File: src/rtl/sky_pkg.sv
// Shared decode/execute definitions: opcode encoding, ALU op type and instruction field positions.
package sky_pkg;

    typedef enum logic [3:0] {
        OP_RTYPE = 4'd0,
        OP_ITYPE = 4'd1,
        OP_LOAD  = 4'd2,
        OP_STORE = 4'd3,
        OP_LUI   = 4'd4
    } opcode_e;

    typedef logic [3:0] alu_op_t;

    localparam alu_op_t ALU_PASS = 4'd0;

    localparam int FIELD_W   = 4;
    localparam int OPC_LSB   = 28;
    localparam int RS1_LSB   = 24;
    localparam int RS2_LSB   = 20;
    localparam int RD_LSB    = 16;
    localparam int FUNCT_LSB = 12;

endpackage

File: src/rtl/sky_fwd_mux.sv
// Operand select and hazard detection for one register source.
// SKY_DECODE_FWD_EN enables ex/wb forwarding; otherwise any pending writer of the source is a hazard.
module sky_fwd_mux #(
    parameter int XLEN = 32,
    parameter int RAW  = 4
) (
    input  logic [RAW-1:0]  rs,
    input  logic [XLEN-1:0] rf_data,
    input  logic            ex_reg_write,
    input  logic            ex_mem_read,
    input  logic [RAW-1:0]  ex_rd,
    input  logic [XLEN-1:0] ex_data,
    input  logic            wb_reg_write,
    input  logic [RAW-1:0]  wb_rd,
    input  logic [XLEN-1:0] wb_data,
    output logic [XLEN-1:0] operand,
    output logic            hazard
);

    logic rs_nz;
    logic ex_hit;
    logic wb_hit;
    logic load_match;
    logic ex_match;
    logic wb_match;

    assign rs_nz      = |rs;
    assign ex_hit     = rs_nz && (ex_rd == rs);
    assign wb_hit     = rs_nz && (wb_rd == rs);
    assign load_match = ex_hit && ex_mem_read;
    assign ex_match   = ex_hit && ex_reg_write && !ex_mem_read;
    assign wb_match   = wb_hit && wb_reg_write;

`ifdef SKY_DECODE_FWD_EN
    // Execute-stage result is younger than write-back, so it wins.
    always_comb begin
        operand = rf_data;
        if (!rs_nz)
            operand = '0;
        else if (ex_match)
            operand = ex_data;
        else if (wb_match)
            operand = wb_data;
    end

    assign hazard = load_match;
`else
    logic unused_fwd_data;

    assign unused_fwd_data = ^{ex_data, wb_data};
    assign operand = rs_nz ? rf_data : '0;
    assign hazard  = load_match || ex_match || wb_match;
`endif

endmodule

File: src/rtl/sky_decode_unit.sv
// Decode stage: field split, operand fetch with hazard stall, registered hand-off to execute.
// Forwarding is enabled by defining SKY_DECODE_FWD_EN (see sky_fwd_mux).
module sky_decode_unit
    import sky_pkg::*;
#(
    parameter int XLEN  = 32,
    parameter int NREGS = 16,
    parameter int IMM_W = 16,
    localparam int RAW  = $clog2(NREGS)
) (
    input  logic            clk,
    input  logic            reset_n,
    input  logic            in_valid,
    output logic            in_ready,
    input  logic [XLEN-1:0] pc_in,
    input  logic [31:0]     instruction,
    input  logic            flush,
    output logic [RAW-1:0]  rf_read_addr1,
    output logic [RAW-1:0]  rf_read_addr2,
    input  logic [XLEN-1:0] rf_read_data1,
    input  logic [XLEN-1:0] rf_read_data2,
    input  logic            ex_reg_write,
    input  logic            ex_mem_read,
    input  logic [RAW-1:0]  ex_rd,
    input  logic [XLEN-1:0] ex_data,
    input  logic            wb_reg_write,
    input  logic [RAW-1:0]  wb_rd,
    input  logic [XLEN-1:0] wb_data,
    output logic            out_valid,
    input  logic            out_ready,
    output logic [XLEN-1:0] pc_out,
    output logic [XLEN-1:0] operand_a,
    output logic [XLEN-1:0] operand_b,
    output logic [XLEN-1:0] store_data,
    output logic [RAW-1:0]  rd_addr,
    output logic [3:0]      alu_op,
    output logic            mem_read,
    output logic            mem_write,
    output logic            reg_write,
    output logic            illegal_instr
);

    logic [3:0]       opcode;
    alu_op_t          funct;
    logic [RAW-1:0]   rs1;
    logic [RAW-1:0]   rs2;
    logic [RAW-1:0]   rd;
    logic [IMM_W-1:0] imm;
    logic [XLEN-1:0]  imm_sext;
    logic [XLEN-1:0]  imm_lui;

    assign opcode   = instruction[OPC_LSB +: FIELD_W];
    assign funct    = instruction[FUNCT_LSB +: FIELD_W];
    assign rs1      = RAW'(instruction[RS1_LSB +: FIELD_W]);
    assign rs2      = RAW'(instruction[RS2_LSB +: FIELD_W]);
    assign rd       = RAW'(instruction[RD_LSB +: FIELD_W]);
    assign imm      = instruction[IMM_W-1:0];
    assign imm_sext = {{(XLEN-IMM_W){imm[IMM_W-1]}}, imm};
    assign imm_lui  = {imm, {(XLEN-IMM_W){1'b0}}};

    assign rf_read_addr1 = rs1;
    assign rf_read_addr2 = rs2;

    logic [XLEN-1:0] src_a;
    logic [XLEN-1:0] src_b;
    logic            haz_a;
    logic            haz_b;

    sky_fwd_mux #(.XLEN(XLEN), .RAW(RAW)) u_fwd_a (
        .rs           (rs1),
        .rf_data      (rf_read_data1),
        .ex_reg_write (ex_reg_write),
        .ex_mem_read  (ex_mem_read),
        .ex_rd        (ex_rd),
        .ex_data      (ex_data),
        .wb_reg_write (wb_reg_write),
        .wb_rd        (wb_rd),
        .wb_data      (wb_data),
        .operand      (src_a),
        .hazard       (haz_a)
    );

    sky_fwd_mux #(.XLEN(XLEN), .RAW(RAW)) u_fwd_b (
        .rs           (rs2),
        .rf_data      (rf_read_data2),
        .ex_reg_write (ex_reg_write),
        .ex_mem_read  (ex_mem_read),
        .ex_rd        (ex_rd),
        .ex_data      (ex_data),
        .wb_reg_write (wb_reg_write),
        .wb_rd        (wb_rd),
        .wb_data      (wb_data),
        .operand      (src_b),
        .hazard       (haz_b)
    );

    // Only sources the opcode actually reads may stall the pipe.
    logic uses_rs1;
    logic uses_rs2;
    logic hazard;
    logic transfer;

    assign uses_rs1 = (opcode <= OP_STORE);
    assign uses_rs2 = (opcode == OP_RTYPE) || (opcode == OP_STORE);
    assign hazard   = (uses_rs1 && haz_a) || (uses_rs2 && haz_b);
    assign in_ready = reset_n && !hazard && (!out_valid || out_ready);
    assign transfer = in_valid && in_ready;

    logic [XLEN-1:0] d_a;
    logic [XLEN-1:0] d_b;
    logic [XLEN-1:0] d_store;
    alu_op_t         d_alu;
    logic            d_mem_read;
    logic            d_mem_write;
    logic            d_reg_write;
    logic            d_illegal;

    always_comb begin
        d_a         = src_a;
        d_b         = src_b;
        d_store     = '0;
        d_alu       = funct;
        d_mem_read  = 1'b0;
        d_mem_write = 1'b0;
        d_reg_write = 1'b0;
        d_illegal   = 1'b0;
        case (opcode)
            OP_RTYPE: d_reg_write = 1'b1;
            OP_ITYPE: begin
                d_reg_write = 1'b1;
                d_b         = imm_sext;
            end
            OP_LOAD: begin
                d_alu       = ALU_PASS;
                d_mem_read  = 1'b1;
                d_reg_write = 1'b1;
                d_b         = imm_sext;
            end
            OP_STORE: begin
                d_alu       = ALU_PASS;
                d_mem_write = 1'b1;
                d_b         = imm_sext;
                d_store     = src_b;
            end
            OP_LUI: begin
                d_alu       = ALU_PASS;
                d_reg_write = 1'b1;
                d_a         = '0;
                d_b         = imm_lui;
            end
            default: d_illegal = 1'b1;
        endcase
        if (rd == '0)
            d_reg_write = 1'b0;
    end

    // Flush only kills the valid bit; stale data is harmless once out_valid drops.
    always_ff @(posedge clk) begin
        if (!reset_n) begin
            out_valid     <= 1'b0;
            pc_out        <= '0;
            operand_a     <= '0;
            operand_b     <= '0;
            store_data    <= '0;
            rd_addr       <= '0;
            alu_op        <= '0;
            mem_read      <= 1'b0;
            mem_write     <= 1'b0;
            reg_write     <= 1'b0;
            illegal_instr <= 1'b0;
        end else if (flush) begin
            out_valid <= 1'b0;
        end else if (transfer) begin
            out_valid     <= 1'b1;
            pc_out        <= pc_in;
            operand_a     <= d_a;
            operand_b     <= d_b;
            store_data    <= d_store;
            rd_addr       <= rd;
            alu_op        <= d_alu;
            mem_read      <= d_mem_read;
            mem_write     <= d_mem_write;
            reg_write     <= d_reg_write;
            illegal_instr <= d_illegal;
        end else if (out_ready) begin
            out_valid <= 1'b0;
        end
    end

endmodule

File: config.mk
export PLATFORM = sky130hd
export DESIGN_NAME = sky_decode_unit
export DESIGN_NICKNAME = d
export VERILOG_FILES = /design/src/rtl/sky_pkg.sv /design/src/rtl/sky_fwd_mux.sv /design/src/rtl/sky_decode_unit.sv
export SDC_FILE = /design/constraint.sdc
export NUM_CORES = 1
export LEC_CHECK = 0
export BUFFER_PORTS_ARGS = -buffer_cell sky130_fd_sc_hd__buf_2
export CORE_AREA = 5 5 136 138
export DETAILED_ROUTE_END_ITERATION = 10
export DIE_AREA = 0 0 141 143
export MAX_ROUTING_LAYER = met4
export PLACE_DENSITY = 0.79
export SLEW_MARGIN = 20
export SYNTH_ARGS = -nofsm -noshare
export SYNTH_HDL_FRONTEND = slang
export SYNTH_HIERARCHICAL = 1
export SYNTH_SLANG_ARGS = --single-unit
File: constraint.sdc
create_clock -name clk -period 5.3 [get_ports clk]
set_clock_uncertainty 0.05 [all_clocks]
set_input_delay 0.265 -clock clk [delete_from_list [all_inputs] [get_ports clk]]
set_output_delay 0.265 -clock clk [all_outputs]
set_load 0.05 [all_outputs]
* After elaboration in Yosys (flattened, before gate mapping)
Cells that the tools add are included.
Operators by class: $lt $le $gt $ge 1, equal/unequal tests 8, bitwise gates (word level) 2, reductions and logical operators 38, muxes and demuxes 13
Operator list (number):
- $mux W32 | 4
- $pmux W32 S2 | 1
- $logic_and A1 B1 Y1 | 17
- $eq A4 B4 Y1 | 4
- $reduce_or A4 Y1 | 3
- $eq A4 B2 Y1 const B | 2
- $logic_not A4 Y1 | 2
- $logic_or A1 B1 Y1 | 7
- $mux W1 | 7
- $reduce_or A3 Y1 | 2
- $reduce_or A5 Y1 | 1
- $eq A4 B1 Y1 const B | 1
- $eq A4 B3 Y1 const B | 1
- $le A4 B2 Y1 const B | 1
- $mux W4 | 1
- $logic_not A1 Y1 | 3
- $not A1 Y1 | 2
- $reduce_and A2 Y1 | 1
- $reduce_bool A2 Y1 | 1
- $reduce_or A2 Y1 | 1
Storage, ports and cells: register bits 141, word-level logic and storage cells 73, output and inout bits 150, input bits 208

* Logic depth before layout (Yosys ltp)
word-level depth 13, depth in mapped cells 10, gate-level depth less buffers 7

* By module
Netlist, hierarchy kept.
By module, submodules not included:
- sky_decode_unit | sequential area each 2822.7 um2, cells each 672, instances 1, area an instance 5589.1 um2
- sky_fwd_mux | sequential area each 0.0 um2, cells each 53, instances 2, area an instance 366.6 um2

* Worst setup path before layout
No wires, ideal clock.
path kind input -> output, from input port instruction[20], to output port in_ready, required time 4.985 ns, slack 2.903 ns, stages on the path 7, buffers on the path 2, data arrival time 2.082 ns, cells stage by stage or3_4 > a21oi_1 > o22ai_1 > nor3b_1 > a2111oi_4 > clkbuf_1 > buf_2
On the way: cells in the longest elaborated chain, start to end 11, elaborated cells between the ends (all ways) 16, classes of those cells eq/ne: 2; reduce/logical: 14
RTL lines:
- start: declaration | line sky_decode_unit.sv:16 | input logic [31:0] instruction,
- $eq A4 B4 Y1 / $reduce_or A4 Y1 (equally long branches) | line sky_fwd_mux.sv:28, sky_fwd_mux.sv:27
- $logic_and A1 B1 Y1 | line sky_fwd_mux.sv:28 | assign ex_hit = rs_nz && (ex_rd == rs);
- $logic_and A1 B1 Y1 (2 in series) | line sky_fwd_mux.sv:31 | assign ex_match = ex_hit && ex_reg_write && !ex_mem_read;
- $logic_or A1 B1 Y1 | line sky_fwd_mux.sv:52 | assign hazard = load_match || ex_match || wb_match;
- $logic_or A1 B1 Y1 (*) | line sky_fwd_mux.sv:52
- net haz_b | line sky_decode_unit.sv:67 | logic haz_b;
- $logic_and A1 B1 Y1 (*) | line sky_decode_unit.sv:105 | assign hazard = (uses_rs1 && haz_a) || (uses_rs2 && haz_b);
- $logic_or A1 B1 Y1 (*) | line sky_decode_unit.sv:105
- $logic_not A1 Y1 (*) | line sky_decode_unit.sv:106 | assign in_ready = reset_n && !hazard && (!out_valid || out_ready);
- $logic_and A1 B1 Y1 (*) (2 in series) | line sky_decode_unit.sv:106
- end: declaration | line sky_decode_unit.sv:14 | output logic in_ready,
The timed path passes the listed nets; every way through them passes the cells marked *.

* Worst setup path after layout
from input port instruction[20], to register operand_b[18]
On the way: cells in the longest elaborated chain, start to end 13, elaborated cells between the ends (all ways) 20, classes of those cells eq/ne: 2; mux: 2; reduce/logical: 16
RTL lines:
- $eq A4 B4 Y1 / $reduce_or A4 Y1 (equally long branches) | line sky_fwd_mux.sv:28, sky_fwd_mux.sv:27
- $logic_and A1 B1 Y1 | line sky_fwd_mux.sv:28
- $logic_and A1 B1 Y1 (2 in series) | line sky_fwd_mux.sv:31
- $logic_or A1 B1 Y1 | line sky_fwd_mux.sv:52
- $logic_or A1 B1 Y1 (*) | line sky_fwd_mux.sv:52
- net haz_b | line sky_decode_unit.sv:67
- $logic_and A1 B1 Y1 (*) | line sky_decode_unit.sv:105
- $logic_or A1 B1 Y1 (*) | line sky_decode_unit.sv:105
- $logic_not A1 Y1 (*) | line sky_decode_unit.sv:106
- $logic_and A1 B1 Y1 (*) (2 in series) | line sky_decode_unit.sv:106
- $logic_and A1 B1 Y1 (*) | line sky_decode_unit.sv:107 | assign transfer = in_valid && in_ready;
- $reduce_and A2 Y1 (no source line) (*)
- end signal: assignment | line sky_decode_unit.sv:163 | operand_b <= '0;
- end signal: assignment | line sky_decode_unit.sv:177 | operand_b <= d_b;
- end: declaration | line sky_decode_unit.sv:33 | output logic [XLEN-1:0] operand_b,
Marks and branches as above. A chain may end at the register's enable or synchronous reset.

==> flow_summary.yaml <==
outcome:
  status: "finished clean"
floorplan:
  die_area_mm2: 0.0202
  start_util: 0.371
  rows: 48
  boundaryPins: 358
  fp.coreArea_mm2: 0.0171
  die_x_um: 141
  die_h_um: 143
critical_path:
  cpPeakStageDelay_ps: 760
  critical_path_class: "primary input to register"
  slowest_stage: "buf_4"
  crit_chain: "buf_2 > or3_4 > a21oi_1 > o22ai_1 > nor3b_1 > a2111oi_4 > buf_4 > buf_4 > a21oi_1 > a211oi_1"
  crit_family: "buffers and inverters"
  critPathBufInv: 3
  end_kind: "register"
  start_kind: "primary input"
  cp_max_fo: 87
  required_ps: 5580
  arrival_ps: 3470
synthesis:
  synth_top_family_by_area: "simple AND/OR/NAND/NOR gates"
  ys_seq_elements: 141
  synth_edf_count: 0
  syn_area_mm2: 0.00632
  ys_types: 34
  yosys.area_share.simple: 0.262
  netlist_instances: 778
  ys.flop_type: "dfxtp_1"
  synth_compound_area_frac: 0.203
  avgSynthCellArea_um2: 8.13
  yosys_warnings: 6
  muxShareOfSynthArea: 0
  synthAdderAreaFrac: 0
  async_reset_ff_frac: 0
  synth-seq-area-share: 0.446
  synth_nets: 986
  synth-xor-area-share: 0.0180
sta:
  whs_ps: 11.2
  tightest_slew_ps: 1090
  relSlewSlack: 0.271
  fin_setup_tns_ps: 0
  finalHoldViolations: 0
  fmax_mhz: 313
  rsz0062_at_grt: "false"
  period_share: 0.602
  post-route-min-period_ps: 3190
  setup_viol: 0
  slew_viol_final: 0
routing:
  wirelength_mm: 23.0
  via_count: 6781
  firstDrtPassIters: 7
  wl_per_cell_um: 18.2
  vias_per_cell: 5.38
  drc: 0
  drt_iter0_drc: 455
  ant_nets: 0
clock_network:
  post_cts_buffers: 0
  numCtsBuffers: 17
  clk_latency_ps: 410
  cts.clk_slew.worst_paths_ps: 60
  cts_hold_buf: 9
  cts_root_buffer: "clkbuf_16"
  h-tree-depth: 4
  clock_path_buffers: 2
  cts_tree: "yes"
  cts.sinks: 141
  post_cts_resized: 0
cells_and_area:
  layout-drive-gt1-share: 0.336
  area_growth_pct: 33.4
  nNetsFinal: 1228
  fin_area_mm2: 0.00843
grt:
  grt_max_degree: 101
  grt_pass1_wl_mm: 35.4
  antenna_found_initial: 2
  grt_use_total: 0.228
  grt_pass1_vias: 6397
  overflow: 0
place:
  port_buffers: 293
  place_area_mm2: 0.00774
  dp_hpwl_mm: 15.5
  gp_routability_congestion: 0.900
pwr:
  leakagePower_uw: 0.00367
  powerDensity_mw_per_mm2: 333
  peakVddDrop_mv: 0.217
min_path:
  hold_class: "primary input to register"
run:
  maxCapViolations: 0
==> placed cells by master, fill, tap and decap left out, types with 2 or more instances in the layout <==
cell type | synthesis | final
o21ai_1 | 47 | 47
clkinv_4 | 0 | 4
and2_1 | 5 | 4
dfxtp_1 | 141 | 141
o22ai_1 | 2 | 2
a21oi_1 | 40 | 39
or3_1 | 2 | 2
nor2b_1 | 66 | 65
inv_6 | 0 | 2
and3_1 | 2 | 2
or3_4 | 2 | 2
o2111ai_1 | 3 | 3
dlygate4sd3_1 | 0 | 9
nor3_1 | 4 | 3
nor2_1 | 8 | 7
nand3_1 | 39 | 39
xnor2_1 | 13 | 13
clkinvlp_4 | 0 | 2
buf_2 | 16 | 292
buf_4 | 11 | 11
clkbuf_16 | 0 | 17
nor3b_1 | 3 | 3
diode_2 | 0 | 2
nand2_1 | 110 | 110
clkbuf_8 | 0 | 2
o21ai_0 | 61 | 61
clkinv_2 | 0 | 2
nor2_4 | 2 | 2
bufinv_16 | 0 | 2
nand4_1 | 70 | 70
a22oi_1 | 30 | 30
a211oi_1 | 31 | 31
==> worst register-to-register path: cells and delay by family, from the launching register on <==
family          cells  cell delay (ps)
compound gates      3              660
buf+inv             2             1410
flops               1              300
simple gates        1              180
==> per-layer routing <==
| metal | track usage | routed length [um] | vias to the layer above |
|---|---|---|---|
| met4 | 0.0719 | 604 | 0 |
| li1 | - | - | 3251 |
| met5 | - | 0 | - |
| met3 | 0.0593 | 1850 | 41 |
| met2 | 0.375 | 11200 | 312 |
| met1 | 0.275 | 9260 | 3177 |
==> logic make-up after synthesis <==
kind of cell              after synthesis
and+or+nand+nor                       316
AOI/OAI and AO/OA                     217
DFF                                   141
buffers and inverters                  91
xor gates and xnor gates               13
==> power breakdown <==
| part | total (uW) | switching, uW | leakage (uW) | internal [uW] |
|---|---|---|---|---|
| clock network | 1200 | 481 | 0.000287 | 722 |
| registers | 1120 | 19.3 | 0.00115 | 1100 |
| logic | 487 | 349 | 0.00224 | 138 |
==> Yosys cell counts, types with 16 or more instances <==
library cell / number / area share
dfxtp_1: 141 / 0.45
nand2_1: 110 / 0.065
nand4_1: 70 / 0.069
nor2b_1: 66 / 0.065
o21ai_0: 61 / 0.048
clkbuf_1: 55 / 0.033
o21ai_1: 47 / 0.037
a21oi_1: 40 / 0.032
nand3_1: 39 / 0.031
a211oi_1: 31 / 0.037
a22oi_1: 30 / 0.036
buf_2: 16 / 0.013
==> flip-flops by register name, summed over array words and instances (netlist names), 4 cells and up <==
name and count:
alu_op 4, operand_a 32, operand_b 32, pc_out 32, rd_addr 4, store_data 32
==> worst paths after layout <==
kind                            cells past startpoint        endpoint            start  slack, ps
worst max-delay path                               10   operand_b[18]  instruction[20]       2110
worst min-delay path                                3      pc_out[13]        pc_in[13]         10
worst max register to register                      6   operand_b[18]        out_valid       2620
worst min register to register                      2  store_data[27]   store_data[27]        400
==> final cells by class <==
cell class,count,area (um^2)
fillers,1650,8620
flip-flops and latches,141,2820
repair buffers,312,1630
clock inverters,12,138
inverters,2,7.51
multi-input cells,546,3090
clock buffers,20,457
diodes,2,5.00
well taps,225,282
==> per-stage QoR <==
stage / worst slack, ps / std cells / power (uW) / util
detailed placement: 1710 / 1217 / 1620 / 0.454
global route: 1820 / 1260 / 2920 / 0.494
floorplan: 2900 / 778 / 1470 / -
CTS: 2160 / 1258 / 2840 / 0.494
finish: 2110 / 1260 / 2810 / 0.494
global placement: 1710 / 1217 / 1620 / 0.454
Power figures use the tool's default switching activity.
